[config.mk]
export PLATFORM = sky130hd
export DESIGN_NAME = round_ctrl
export DESIGN_NICKNAME = d
export VERILOG_FILES = /design/src/rtl/round_ctrl.sv
export SDC_FILE = /design/constraint.sdc
export NUM_CORES = 1
export LEC_CHECK = 0
export BUFFER_PORTS_ARGS = -buffer_cell sky130_fd_sc_hd__buf_2
export CAP_MARGIN = 20
export CORE_MARGIN = 3
export CORE_UTILIZATION = 40
export DETAILED_ROUTE_END_ITERATION = 10
export GPL_TIMING_DRIVEN = 0
export HOLD_SLACK_MARGIN = 0.1
export PLACE_DENSITY_LB_ADDON = 0.2
export SLEW_MARGIN = 15
export SYNTH_ARGS = -nofsm -noshare
export SYNTH_HDL_FRONTEND = slang
export SYNTH_SLANG_ARGS = --single-unit
[constraint.sdc]
create_clock -name clk -period 8.3 [get_ports clk]
set_clock_uncertainty 0.2 [all_clocks]
set_input_delay 0.83 -clock clk [delete_from_list [all_inputs] [get_ports clk]]
set_output_delay 0.83 -clock clk [all_outputs]
set_load 0.01 [all_outputs]
[src/rtl/round_ctrl.sv]
// round_ctrl: game round sequencer for a reaction game.
// Ports: clk, rst (sync, active-high); start, abort (levels); tick (timebase enable);
//   hit (player strike pulse); jump_start/new_ball (target pulses); ball_visible;
//   score/misses/round_num (8-bit tallies); react_time (16-bit ticks); busy; done.
module round_ctrl #(
  parameter int ROUNDS    = 10,
  parameter int TIMEOUT   = 1500,
  parameter int GAP_TICKS = 500
) (
  input  logic        clk,
  input  logic        rst,
  input  logic        start,
  input  logic        abort,
  input  logic        tick,
  input  logic        hit,
  output logic        jump_start,
  output logic        new_ball,
  output logic        ball_visible,
  output logic [7:0]  score,
  output logic [7:0]  misses,
  output logic [7:0]  round_num,
  output logic [15:0] react_time,
  output logic        busy,
  output logic        done
);
  typedef enum logic [1:0] {IDLE, ACTIVE, GAP, DONE} state_t;
  localparam logic [15:0] T_LAST = 16'(TIMEOUT - 1);
  localparam logic [15:0] G_LAST = 16'(GAP_TICKS - 1);
  localparam logic [7:0]  R_LAST = 8'(ROUNDS);
  state_t      state;
  logic [15:0] timer, gap_cnt;
  logic [7:0]  round_nxt;
  logic        last;
  assign round_nxt = round_num + 8'd1;
  assign last      = round_nxt == R_LAST;
  always_ff @(posedge clk) begin
    if (rst) begin
      state        <= IDLE;
      timer        <= '0;
      gap_cnt      <= '0;
      jump_start   <= 1'b0;
      new_ball     <= 1'b0;
      ball_visible <= 1'b0;
      score        <= '0;
      misses       <= '0;
      round_num    <= '0;
      react_time   <= '0;
      busy         <= 1'b0;
      done         <= 1'b0;
    end else begin
      jump_start <= 1'b0;
      new_ball   <= 1'b0;
      if (abort) begin
        state        <= IDLE;
        ball_visible <= 1'b0;
        busy         <= 1'b0;
        done         <= 1'b0;
      end else begin
        case (state)
          IDLE, DONE: if (start) begin
            state        <= ACTIVE;
            jump_start   <= 1'b1;
            ball_visible <= 1'b1;
            score        <= '0;
            misses       <= '0;
            round_num    <= '0;
            react_time   <= '0;
            timer        <= '0;
            gap_cnt      <= '0;
            busy         <= 1'b1;
            done         <= 1'b0;
          end
          ACTIVE: begin
            // a hit on the timeout tick is resolved as a hit
            if (hit || (tick && timer == T_LAST)) begin
              score        <= hit ? score + 8'd1 : score;
              misses       <= hit ? misses : misses + 8'd1;
              react_time   <= hit ? timer : react_time;
              round_num    <= round_nxt;
              ball_visible <= 1'b0;
              gap_cnt      <= '0;
              state        <= last ? DONE : GAP;
              busy         <= !last;
              done         <= last;
            end else if (tick) begin
              timer <= timer + 16'd1;
            end
          end
          GAP: if (tick) begin
            if (gap_cnt == G_LAST) begin
              state        <= ACTIVE;
              new_ball     <= 1'b1;
              ball_visible <= 1'b1;
              timer        <= '0;
              gap_cnt      <= '0;
            end else begin
              gap_cnt <= gap_cnt + 16'd1;
            end
          end
          default: state <= IDLE;
        endcase
      end
    end
  end
endmodule

# Word level (Yosys, flattened, before mapping)
# Index checks and enable logic that the tools add are counted.
[op_classes]
addsub = 5
multipliers = 0
n_div = 0
magnitude_cmp = 0
eq_ne = 14
shift = 0
mux = 40
bitwise_logic = 4
n_reduce_logical = 16
[op_table]
columns = ["op", "n"]
rows = [
  ["$mux 16", 10],
  ["$pmux 16 s3", 2],
  ["$mux 8", 6],
  ["$pmux 8 s2", 3],
  ["$add 16x1->16 const B", 2],
  ["$pmux 16 s2", 1],
  ["$add 8x1->8 const B", 3],
  ["$eq 16x11->1 const B", 1],
  ["$eq 16x9->1 const B", 1],
  ["$ne 2x2->1 const B", 8],
  ["$reduce_and 4->1", 3],
  ["$mux 1", 10],
  ["$reduce_and 5->1", 2],
  ["$eq 8x4->1 const B", 1],
  ["$mux 2", 4],
  ["$pmux 2 s3", 1],
  ["$reduce_and 6->1", 1],
  ["$eq 2x2->1 const B", 2],
  ["$not 1->1", 4],
  ["$pmux 1 s2", 2],
  ["$reduce_or 2->1", 2],
  ["$reduce_or 4->1", 1],
  ["$pmux 1 s3", 1],
  ["$reduce_and 3->1", 1],
  ["7 further kinds", 7],
]
[totals]
reg_bits = 79
latch_bits = 0
ramBits = 0
mem_bits_ro = 0
input_bits = 6
out_inout_bits = 45
word_cells = 91
n_memories = 0

# Depth between registers and ports, before layout
# Gate-level depths: netlist (run 1).
[depth]
ltp_word = 5
depth_mapped = 10
ltp_nobuf = 8

# Worst setup path before layout (run 1)
# OpenSTA, ideal clock, no wires.
[synth_path]
path_kind = "register to register"
startpoint = "register gap_cnt[0]"
endpoint = "register timer[11]"
setup_time_ns = 0.074
arrival_ns = 2.787
t_required_ns = 8.026
setup_slack_ns = 5.239
path_stages_with_launch = 10
n_path_buf = 3
cell_sequence = "dfxtp_1 -> ha_1 -> buf_4 -> or4b_1 -> or4_1 -> buf_2 -> a221o_1 -> buf_6 -> or4_1 -> a31oi_1"
[synth_via]
elab_chain_cells = 3
[synth_rtl]
columns = ["item", "line_no", "source"]
rows = [
  ["start: declaration", "31", "logic [15:0] timer, gap_cnt;"],
  ["start signal: assignment", "97", "gap_cnt <= gap_cnt + 16'd1;"],
  ["$eq 16x9->1", "90", "if (gap_cnt == G_LAST) begin"],
  ["$ne 2x2->1 (no source line)", "--", ""],
  ["$reduce_and 6->1 (no source line)", "--", ""],
  ["end signal: assignment", "86", "timer <= timer + 16'd1;"],
  ["end: declaration", "31", ""],
]
# No other way between the ends.
# A chain may end at the register's enable or synchronous reset.

# Worst setup path in the final report (run 1)
# Ends and elaborated chain as after synthesis.

==> flow_summary.json, run 1 <==
{
  "swShare": 0.274,
  "clk-insertion-delay-late_ns": 0.36,
  "finalHoldViolCount": 0,
  "ys.flop_type": "dfxtp_1",
  "arrival_ns": 3.39,
  "synth_top_area_frac": 0.401,
  "fin_crit_ns": 3.30,
  "critPathKind": "reg2reg",
  "whs_ns": 0.250,
  "period_share": 0.397,
  "io_pins": 51,
  "hold_buffers": 0,
  "die_x_um": 105,
  "hold_class": "reg2reg",
  "worst_setup_path_start_kind": "flip-flop",
  "tightest_slew_ns": 0.714,
  "p_leak_nw": 1.63,
  "avgSynthCellArea_um2": 7.91,
  "hpwl_um": 7310,
  "grt_antenna_before_repair": 0,
  "status": "complete, no violations",
  "start_util": 0.419,
  "vias": 3782,
  "rsz0062_at_grt": "no",
  "yosys_warnings": 0,
  "crit_fanout": 10,
  "first_global_vias": 3562,
  "diodes": 0,
  "gp_congestion": 0.909,
  "p_switching_uw": 204,
  "drt-initial-drc-count": 228,
  "final_nets": 571,
  "vdd_drop_max_uv": 66.0,
  "synth_commonest_cells": "dfxtp_1, nand2_1, nand3_1",
  "drtPass1Iterations": 5,
  "synth_cells": 499,
  "maxSlewHeadroom": 0.520,
  "synthArstFlopShare": 0,
  "grt_pass1_wl_um": 17400,
  "overflow": 0,
  "cts_sinks": 79,
  "synth.area.top_cells": "dfxtp_1, nand3_1, a21oi_1",
  "drive_gt1_frac": 0.130,
  "slew_violations": 0,
  "cap_violations": 0,
  "cts_made_buffers": 9,
  "instances_no_fill": 691,
  "final.fill_count": 953,
  "end_kind": "flip-flop",
  "powerDensity_nw_per_um2": 164,
  "ctsLongestPathBuffers": 2,
  "clockPowerShare": 0.408,
  "synth_edf_count": 0,
  "viasPerCell": 5.47,
  "die_h_um": 105,
  "cp.required_ns": 8.39,
  "tns_ns": 0,
  "p_seq_frac": 0.514,
  "synthMostInstantiatedCell": "dfxtp_1",
  "port_buffers": 47,
  "htreeDepth": 3,
  "postCtsResizedCells": 0,
  "grt_max_degree": 17,
  "post-synth-top-area-cell": "dfxtp_1",
  "dp.cells": 675,
  "clk_pin_slew_ns": 0.09,
  "syn_nets": 513,
  "rows": 35,
  "finalSetupViolations": 0,
  "track_usage": 0.190,
  "max_freq_ghz": 0.303,
  "ys_ff_latch": 79,
  "synth_cell_type_count": 53,
  "ant_nets": 0,
  "ys_seq_area_frac": 0.401,
  "routed_wl_um": 10300,
  "tritoncts": "done",
  "die_area_um2": 11100,
  "drc": 0,
  "coreArea_um2": 9420,
  "total_power_uw": 745,
  "cts_setup_buffers": 0,
  "synth_area_um2": 3950,
  "wire_per_inst_um": 14.9,
  "syn_to_final_growth_pct": 15.4,
  "internal_power_uw": 541,
  "clockRootBuffer": "clkbuf_8",
  "combPwrFrac": 0.078
}
## worst max-delay path, cell delays in order, from the launching register on
cell and delay, ns:
dfxtp_1 0.48, ha_1 0.20, buf_4 0.15, or4b_1 0.43, or4_1 0.51, buf_2 0.17
a221o_1 0.31, buf_6 0.14, or4_1 0.47, a31oi_1 0.16
## cell families (layout without fill, tap and decap cells)
logic type | count (synthesis) | count (layout) | share of synthesized area
compound gates | 87 | 87 | 0.130
xor+xnor | 27 | 27 | 0.0599
fa+ha+maj | 8 | 8 | 0.0254
buf+inv | 41 | 104 | 0.0422
flops | 79 | 79 | 0.401
mux | 4 | 4 | 0.0105
simple gates | 253 | 253 | 0.331
## power groups by stage
stage          Combinational, mW  Clock (mW)  Sequential [mW]
2_1_floorplan             0.0379           0            0.392
3_3_place_gp              0.0573           0            0.391
3_5_place_dp              0.0577           0            0.391
4_1_cts                   0.0580       0.312            0.382
5_1_grt                   0.0643       0.326            0.383
6_report                  0.0583       0.304            0.382
## cells in the final DEF (no fill, tap or decap), types with 3 or more instances in the layout
master	synthesis	layout
a21o_1	3	3
a21oi_1	48	48
a31oi_1	10	10
and2_1	4	4
and3_1	7	7
buf_2	1	48
clkbuf_1	30	30
clkbuf_8	0	9
dfxtp_1	79	79
ha_1	8	8
inv_1	6	6
mux2i_1	3	3
nand2_1	55	55
nand2b_1	3	3
nand3_1	50	50
nand4_1	20	20
nor2_1	49	49
nor2b_1	7	7
nor3_1	16	16
nor4_1	8	8
o21ai_0	10	10
or2_2	3	3
or3_1	4	4
or4_1	10	10
or4b_1	3	3
xnor2_1	9	9
xor2_1	18	18
## final timing paths
kind                                      from              to  slack (ns)  depth (start not counted)
worst min register to register  react_time[14]  react_time[14]        0.25                          2
worst min-delay path            react_time[14]  react_time[14]        0.25                          2
worst max register to register      gap_cnt[0]       timer[11]        5.00                          9
worst max-delay path                gap_cnt[0]       timer[11]        5.00                          9
## per-layer routing
| layer | GRT usage | part of all wire | vias up | routed length (um) |
|---|---|---|---|---|
| li1 | - | - | 1900 | - |
| met4 | 0.0619 | 0.015 | 0 | 151 |
| met5 | 0 | 0 | - | 0 |
| met3 | 0.0306 | 0.046 | 13 | 479 |
| met1 | 0.261 | 0.48 | 1777 | 4990 |
| met2 | 0.303 | 0.45 | 92 | 4690 |
## registers in the layout (all words and copies together), names as in the netlist, 2 cells and up
signal,count
score,8
gap_cnt,16
misses,8
react_time,16
timer,16
round_num,8
state,2
## cell type report
class	instances	area, um2	area share
plain buffers	35	144	0.0316
repair buffers	47	235	0.0517
inverters	6	22.5	0.00495
multi-input cells	379	2200	0.483
clock buffers	9	124	0.0272
clock inverters	7	86.3	0.0190
well taps	129	161	0.0354
flip-flops and latches	79	1580	0.347
## metrics by stage
stage                      util  cell area (um2)  worst slack, ns
after floorplan               -             3950             5.24
final                     0.484             4550             5.00
after global placement    0.461             4340             4.87
after detailed placement  0.461             4340             4.86
after global routing      0.484             4550             4.86
after CTS                 0.484             4550             5.03
No activity file was read; power rests on OpenSTA's default activity.
==> run 2: changes to the inputs <==
--- a/config.mk
+++ b/config.mk
@@ -5,6 +5,7 @@
 export SDC_FILE = /design/constraint.sdc
 export NUM_CORES = 1
 export LEC_CHECK = 0
+export ABC_AREA = 1
 export BUFFER_PORTS_ARGS = -buffer_cell sky130_fd_sc_hd__buf_2
 export CAP_MARGIN = 20
 export CORE_MARGIN = 3
==> constraint.sdc (replaced) <==
create_clock -name clk -period 2.9 [get_ports clk]
set_clock_uncertainty 0.2 [all_clocks]
set_input_delay 0.29 -clock clk [delete_from_list [all_inputs] [get_ports clk]]
set_output_delay 0.29 -clock clk [all_outputs]
set_load 0.01 [all_outputs]
==> run 2 against run 1 <==
- setup slack worse by 4.4 ns
- clock power grew to 3.9 times the previous value
- via count up 17%
- register-to-register slack worse by 4.4 ns
- critical endpoint is now react_time[1]
- largest cell class unchanged
- highest routed layer unchanged
==> flow_summary.json, run 2 <==
{
  "status": "complete, no violations",
  "hold_class": "reg2reg",
  "fin_crit_ns": 2.32,
  "clockRootBuffer": "clkbuf_16",
  "clk-insertion-delay-late_ns": 0.35,
  "synth_area_um2": 4510,
  "synthArstFlopShare": 0,
  "hold_buffers": 3,
  "grt_antenna_before_repair": 0,
  "drt-initial-drc-count": 238,
  "fin_area_um2": 5270,
  "max_freq_ghz": 0.431,
  "yosys_warnings": 0,
  "p_switching_uw": 725,
  "syn_to_final_growth_pct": 16.9,
  "synth_top_area_frac": 0.351,
  "avgSynthCellArea_um2": 6.67,
  "post-synth-top-area-cell": "dfxtp_1",
  "synthMostInstantiatedCell": "nand2_1",
  "cap_violations": 0,
  "vias": 4422,
  "overflow": 0,
  "final_nets": 753,
  "rrSetupSlack_ns": 0.58,
  "viasPerCell": 5.00,
  "grt_max_degree": 17,
  "track_usage": 0.184,
  "slowest_stage": "nor2_2",
  "final.fill_count": 1138,
  "diodes": 0,
  "cp.required_ns": 2.97,
  "worst_setup_path_start_kind": "flip-flop",
  "slew_violations": 0,
  "finalSetupViolations": 0,
  "crit_fanout": 10,
  "ctsLongestPathBuffers": 2,
  "final_common_cell": "nand2_1",
  "tritoncts": "done",
  "period_share": 0.799,
  "gp_congestion": 0.898,
  "vdd_drop_max_uv": 366,
  "layout_common_cells": "nand2_1, nor2_1, dfxtp_1",
  "ys.flop_type": "dfxtp_1",
  "htreeDepth": 3,
  "postCtsResizedCells": 0,
  "cts_made_buffers": 9,
  "ys_ff_latch": 79,
  "first_global_vias": 4122,
  "die_area_um2": 12600,
  "io_pins": 51,
  "syn_nets": 690,
  "clockPowerShare": 0.459,
  "grt_pass1_wl_um": 19300,
  "hpwl_um": 8500,
  "combPwrFrac": 0.107,
  "worst_path_most_repeated_cell": "inv_2",
  "finalHoldViolCount": 0,
  "powerDensity_nw_per_um2": 496,
  "clk_pin_slew_ns": 0.06,
  "critPathKind": "reg2reg",
  "drc": 0,
  "routed_wl_um": 11500,
  "synth_cells": 676,
  "cts_setup_buffers": 0,
  "die_x_um": 112,
  "p_seq_frac": 0.434,
  "synth.area.top_cells": "dfxtp_1, nand2_1, nor2_1",
  "cpPeakStageDelay_ns": 0.47,
  "ys_seq_area_frac": 0.351,
  "synth_cell_type_count": 43,
  "maxSlewHeadroom": 0.553,
  "die_h_um": 112,
  "cts_sinks": 79,
  "ant_nets": 0,
  "crit_chain": "inv_1, ha_1, inv_2, nor2_2, inv_2, nand2_2, buf_4, o21ai_1, a21oi_1",
  "reg_top3": "gap_cnt x16, react_time x16, timer x16",
  "port_buffers": 49,
  "internal_power_mw": 1.89,
  "rows": 38,
  "p_leak_nw": 2.15,
  "rsz0062_at_grt": "no",
  "synth_edf_count": 0,
  "wire_per_inst_um": 13.0,
  "tns_ns": 0,
  "end_kind": "flip-flop",
  "start_util": 0.412,
  "arrival_ns": 2.39,
  "coreArea_um2": 10900,
  "drive_gt1_frac": 0.184,
  "drtPass1Iterations": 5,
  "dpl-instance-area_um2": 4930,
  "synth_commonest_cells": "nand2_1, nor2_1, dfxtp_1",
  "tightest_slew_ns": 0.670,
  "swShare": 0.277
}
run 2: layout make-up:
cell class	instances	area [um2]	share of cell area
multi-input cells	501	2520	0.478
plain buffers	19	111	0.0211
clock inverters	7	85.1	0.0161
inverters	77	298	0.0565
flip-flops and latches	79	1580	0.300
clock buffers	9	225	0.0427
repair buffers	52	275	0.0522
well taps	140	175	0.0332
run 2: power groups by stage:
stage / sequential, mW / clock, mW / combinational [mW]
CTS: 1.13 / 1.22 / 0.281
floorplan: 1.17 / 0 / 0.180
global placement: 1.16 / 0 / 0.272
global route: 1.14 / 1.27 / 0.312
finish: 1.14 / 1.20 / 0.279
detailed placement: 1.16 / 0 / 0.277
run 2: logic make-up after synthesis:
group                    after synthesis  share of synthesized area
AND/OR/NAND/NOR                      382                      0.391
AO/OA/AOI/OAI                        103                      0.130
buffers and inverters                 96                     0.0907
flip-flops                            79                      0.351
XOR/XNOR                               8                     0.0155
adder cells (fa/ha/maj)                8                     0.0222
run 2: metal layers:
metal  GRT usage  vias to the layer above  routed length (um)
li1            -                     2311                   -
met1       0.243                     2004                5430
met2       0.307                       92                5440
met3      0.0350                       15                 459
met4      0.0553                        0                 172
met5           0                        -                   0
run 2: worst paths after layout:
check / start / to / depth (start not counted)
worst max-delay path: state[1] / react_time[1] / 9
worst min-delay path: ball_visible / ball_visible / 2
worst max register to register: state[1] / react_time[1] / 9
worst min register to register: ball_visible / ball_visible / 2
run 2: through the flow:
stage | power (mW) | util | std cells | hold WS, ns | setup WS [ns]
6_report | 2.62 | 0.482 | 884 | 0.242 | 0.582
5_1_grt | 2.72 | 0.482 | 884 | 0.259 | 0.439
4_1_cts | 2.64 | 0.482 | 884 | 0.244 | 0.589
3_5_place_dp | 1.44 | 0.451 | 865 | 0.235 | 0.607
3_3_place_gp | 1.43 | 0.451 | 865 | 0.231 | 0.658
2_1_floorplan | 1.35 | - | 676 | 0.229 | 1.00
run 2: worst max-delay path: cells and delay by family (launching register included):
family,cells,cell delay [ns]
and+or+nand+nor,2,0.64
buffers and inverters,4,0.57
DFF,1,0.32
AOI/OAI and AO/OA,2,0.20
adders and majority gates,1,0.31
==> run 3: changes to the inputs <==
==> constraint.sdc (replaced) <==
create_clock -name clk -period 2.2 [get_ports clk]
set_clock_uncertainty 0.2 [all_clocks]
set_input_delay 0.22 -clock clk [delete_from_list [all_inputs] [get_ports clk]]
set_output_delay 0.22 -clock clk [all_outputs]
set_load 0.01 [all_outputs]
==> run 3 against run 2 <==
- register-to-register slack worse by 0.45 ns
- sequential cell count unchanged
- wire length decreased by 0.15%
- clock power rose by 32%
- core utilization is 0.62 points higher
- sequential power rose by 32%
- first-iteration DRC count is 7.1% higher
- combinational power increased by 36%
- critical endpoint unchanged
- highest routed layer unchanged
==> flow_summary.json, run 3 (synthesized netlist as in run 2, its figures left out) <==
{
  "tritoncts": "done",
  "tns_ns": 0,
  "end_kind": "flip-flop",
  "maxSlewHeadroom": 0.569,
  "grt_antenna_before_repair": 0,
  "rsz0062_at_grt": "yes",
  "vias": 4478,
  "critPathKind": "reg2reg",
  "viasPerCell": 5.05,
  "dp.cells": 865,
  "use_met2": 0.307,
  "ctsLongestPathBuffers": 2,
  "instances_no_fill": 886,
  "finalSetupViolations": 0,
  "clockPowerShare": 0.457,
  "final_common_cell": "nand2_1",
  "start_util": 0.412,
  "hold_class": "reg2reg",
  "drive_gt1_frac": 0.196,
  "cp.required_ns": 2.27,
  "cts_sinks": 79,
  "die_area_um2": 12600,
  "clockRootBuffer": "clkbuf_16",
  "grt_pass1_wl_um": 19400,
  "cap_violations": 0,
  "slew_violations": 0,
  "whs_ns": 0.242,
  "grt_util_met3": 0.0350,
  "clk_pin_slew_ns": 0.06,
  "period_share": 0.940,
  "gp_congestion": 0.898,
  "layout_setup_ws_ns": 0.132,
  "hpwl_um": 8500,
  "drtPass1Iterations": 5,
  "top_usage_layer": "met2",
  "die_h_um": 112,
  "p_switching_uw": 958,
  "final_nets": 755,
  "internal_power_mw": 2.50,
  "htreeDepth": 3,
  "tightest_slew_ns": 0.647,
  "arrival_ns": 2.14,
  "reg_top3": "gap_cnt x16, react_time x16, timer x16",
  "diodes": 0,
  "pre_cts_ws_ns": -0.0931,
  "vdd_drop_max_uv": 481,
  "finalHoldViolCount": 0,
  "clk-insertion-delay-late_ns": 0.34,
  "overflow": 0,
  "combPwrFrac": 0.110,
  "swShare": 0.277,
  "max_freq_ghz": 0.483,
  "first_global_vias": 4140,
  "p_seq_frac": 0.433,
  "rows": 38,
  "die_x_um": 112,
  "track_usage": 0.185,
  "grt_max_degree": 17,
  "worst_setup_path_start_kind": "flip-flop",
  "io_pins": 51,
  "drt-initial-drc-count": 255,
  "port_buffers": 49,
  "syn_to_final_growth_pct": 18.4,
  "routed_wl_um": 11500,
  "total_power_mw": 3.46,
  "crit_fanout": 10,
  "powerDensity_nw_per_um2": 648,
  "grtUsageMet1": 0.245,
  "coreArea_um2": 10900,
  "status": "complete, no violations",
  "p_leak_nw": 2.17,
  "layout_common_cells": "nand2_1, nor2_1, dfxtp_1",
  "fin_crit_ns": 2.07,
  "drc": 0,
  "cts_made_buffers": 9,
  "ant_nets": 0,
  "wire_per_inst_um": 13.0,
  "cts_setup_buffers": 0
}
==> run 3: cell count changes in the layout (fill, tap and decap cells not counted), moves of 2 or more <==
cell	previous run	this run
dfxtp_1	79	77
dfxtp_2	0	2
dlygate4sd3_1	3	5
ha_1	8	4
ha_2	0	4
nand2_4	6	8
nor2_1	95	93
nor2_4	2	4
==> run 3: worst paths after layout <==
path,from,slack [ns],cells past startpoint,endpoint
hold / removal,ball_visible,0.24,2,ball_visible
hold reg to reg,ball_visible,0.24,2,ball_visible
setup reg to reg,state[1],0.13,9,react_time[1]
setup / recovery,state[1],0.13,9,react_time[1]
==> run 3: final cells by class <==
class                   count  area (um2)
well taps                 140         175
flip-flops and latches     79        1580
clock inverters             7        85.1
inverters                  77         303
multi-input cells         501        2560
repair buffers             54         295
clock buffers               9         225
fillers                  1129        5600
plain buffers              19         114
==> run 3: timing repair <==
| action | in CTS | in global routing |
|---|---|---|
| resized for setup | 4 | 12 |
| hold endpoints to repair | 7 | 0 |
| hold buffers | 5 | 0 |
| setup endpoints to repair | 14 | 50 |
| pin swaps | 0 | 1 |
==> run 3: power by group through the flow <==
stage,clock network [mW],registers (mW),logic [mW]
final,1.58,1.50,0.379
after CTS,1.61,1.50,0.376
after detailed placement,0,1.53,0.365
after global routing,1.67,1.50,0.422
after global placement,0,1.53,0.359
after floorplan,0,1.54,0.238
==> run 3: through the flow <==
stage | area, um2 | utilization
3_5_place_dp | 4930 | 0.451
6_report | 5340 | 0.488
2_1_floorplan | 4510 | -
3_3_place_gp | 4930 | 0.451
4_1_cts | 5310 | 0.485
5_1_grt | 5340 | 0.488
==> run 3: critical path: stages (launching register included) <==
cell,delay (ns)
dfxtp_1,0.32
inv_1,0.06
ha_2,0.28
clkinv_4,0.18
nor2_4,0.31
inv_2,0.11
nand2_2,0.15
buf_4,0.19
o21ai_1,0.08
a21oi_1,0.12
==> run 3: layer usage <==
metal  part of all wire  up-vias
li1                   -     2325
met1               0.47     2042
met2               0.47       96
met3              0.045       15
met4              0.015        0
met5                  0        -
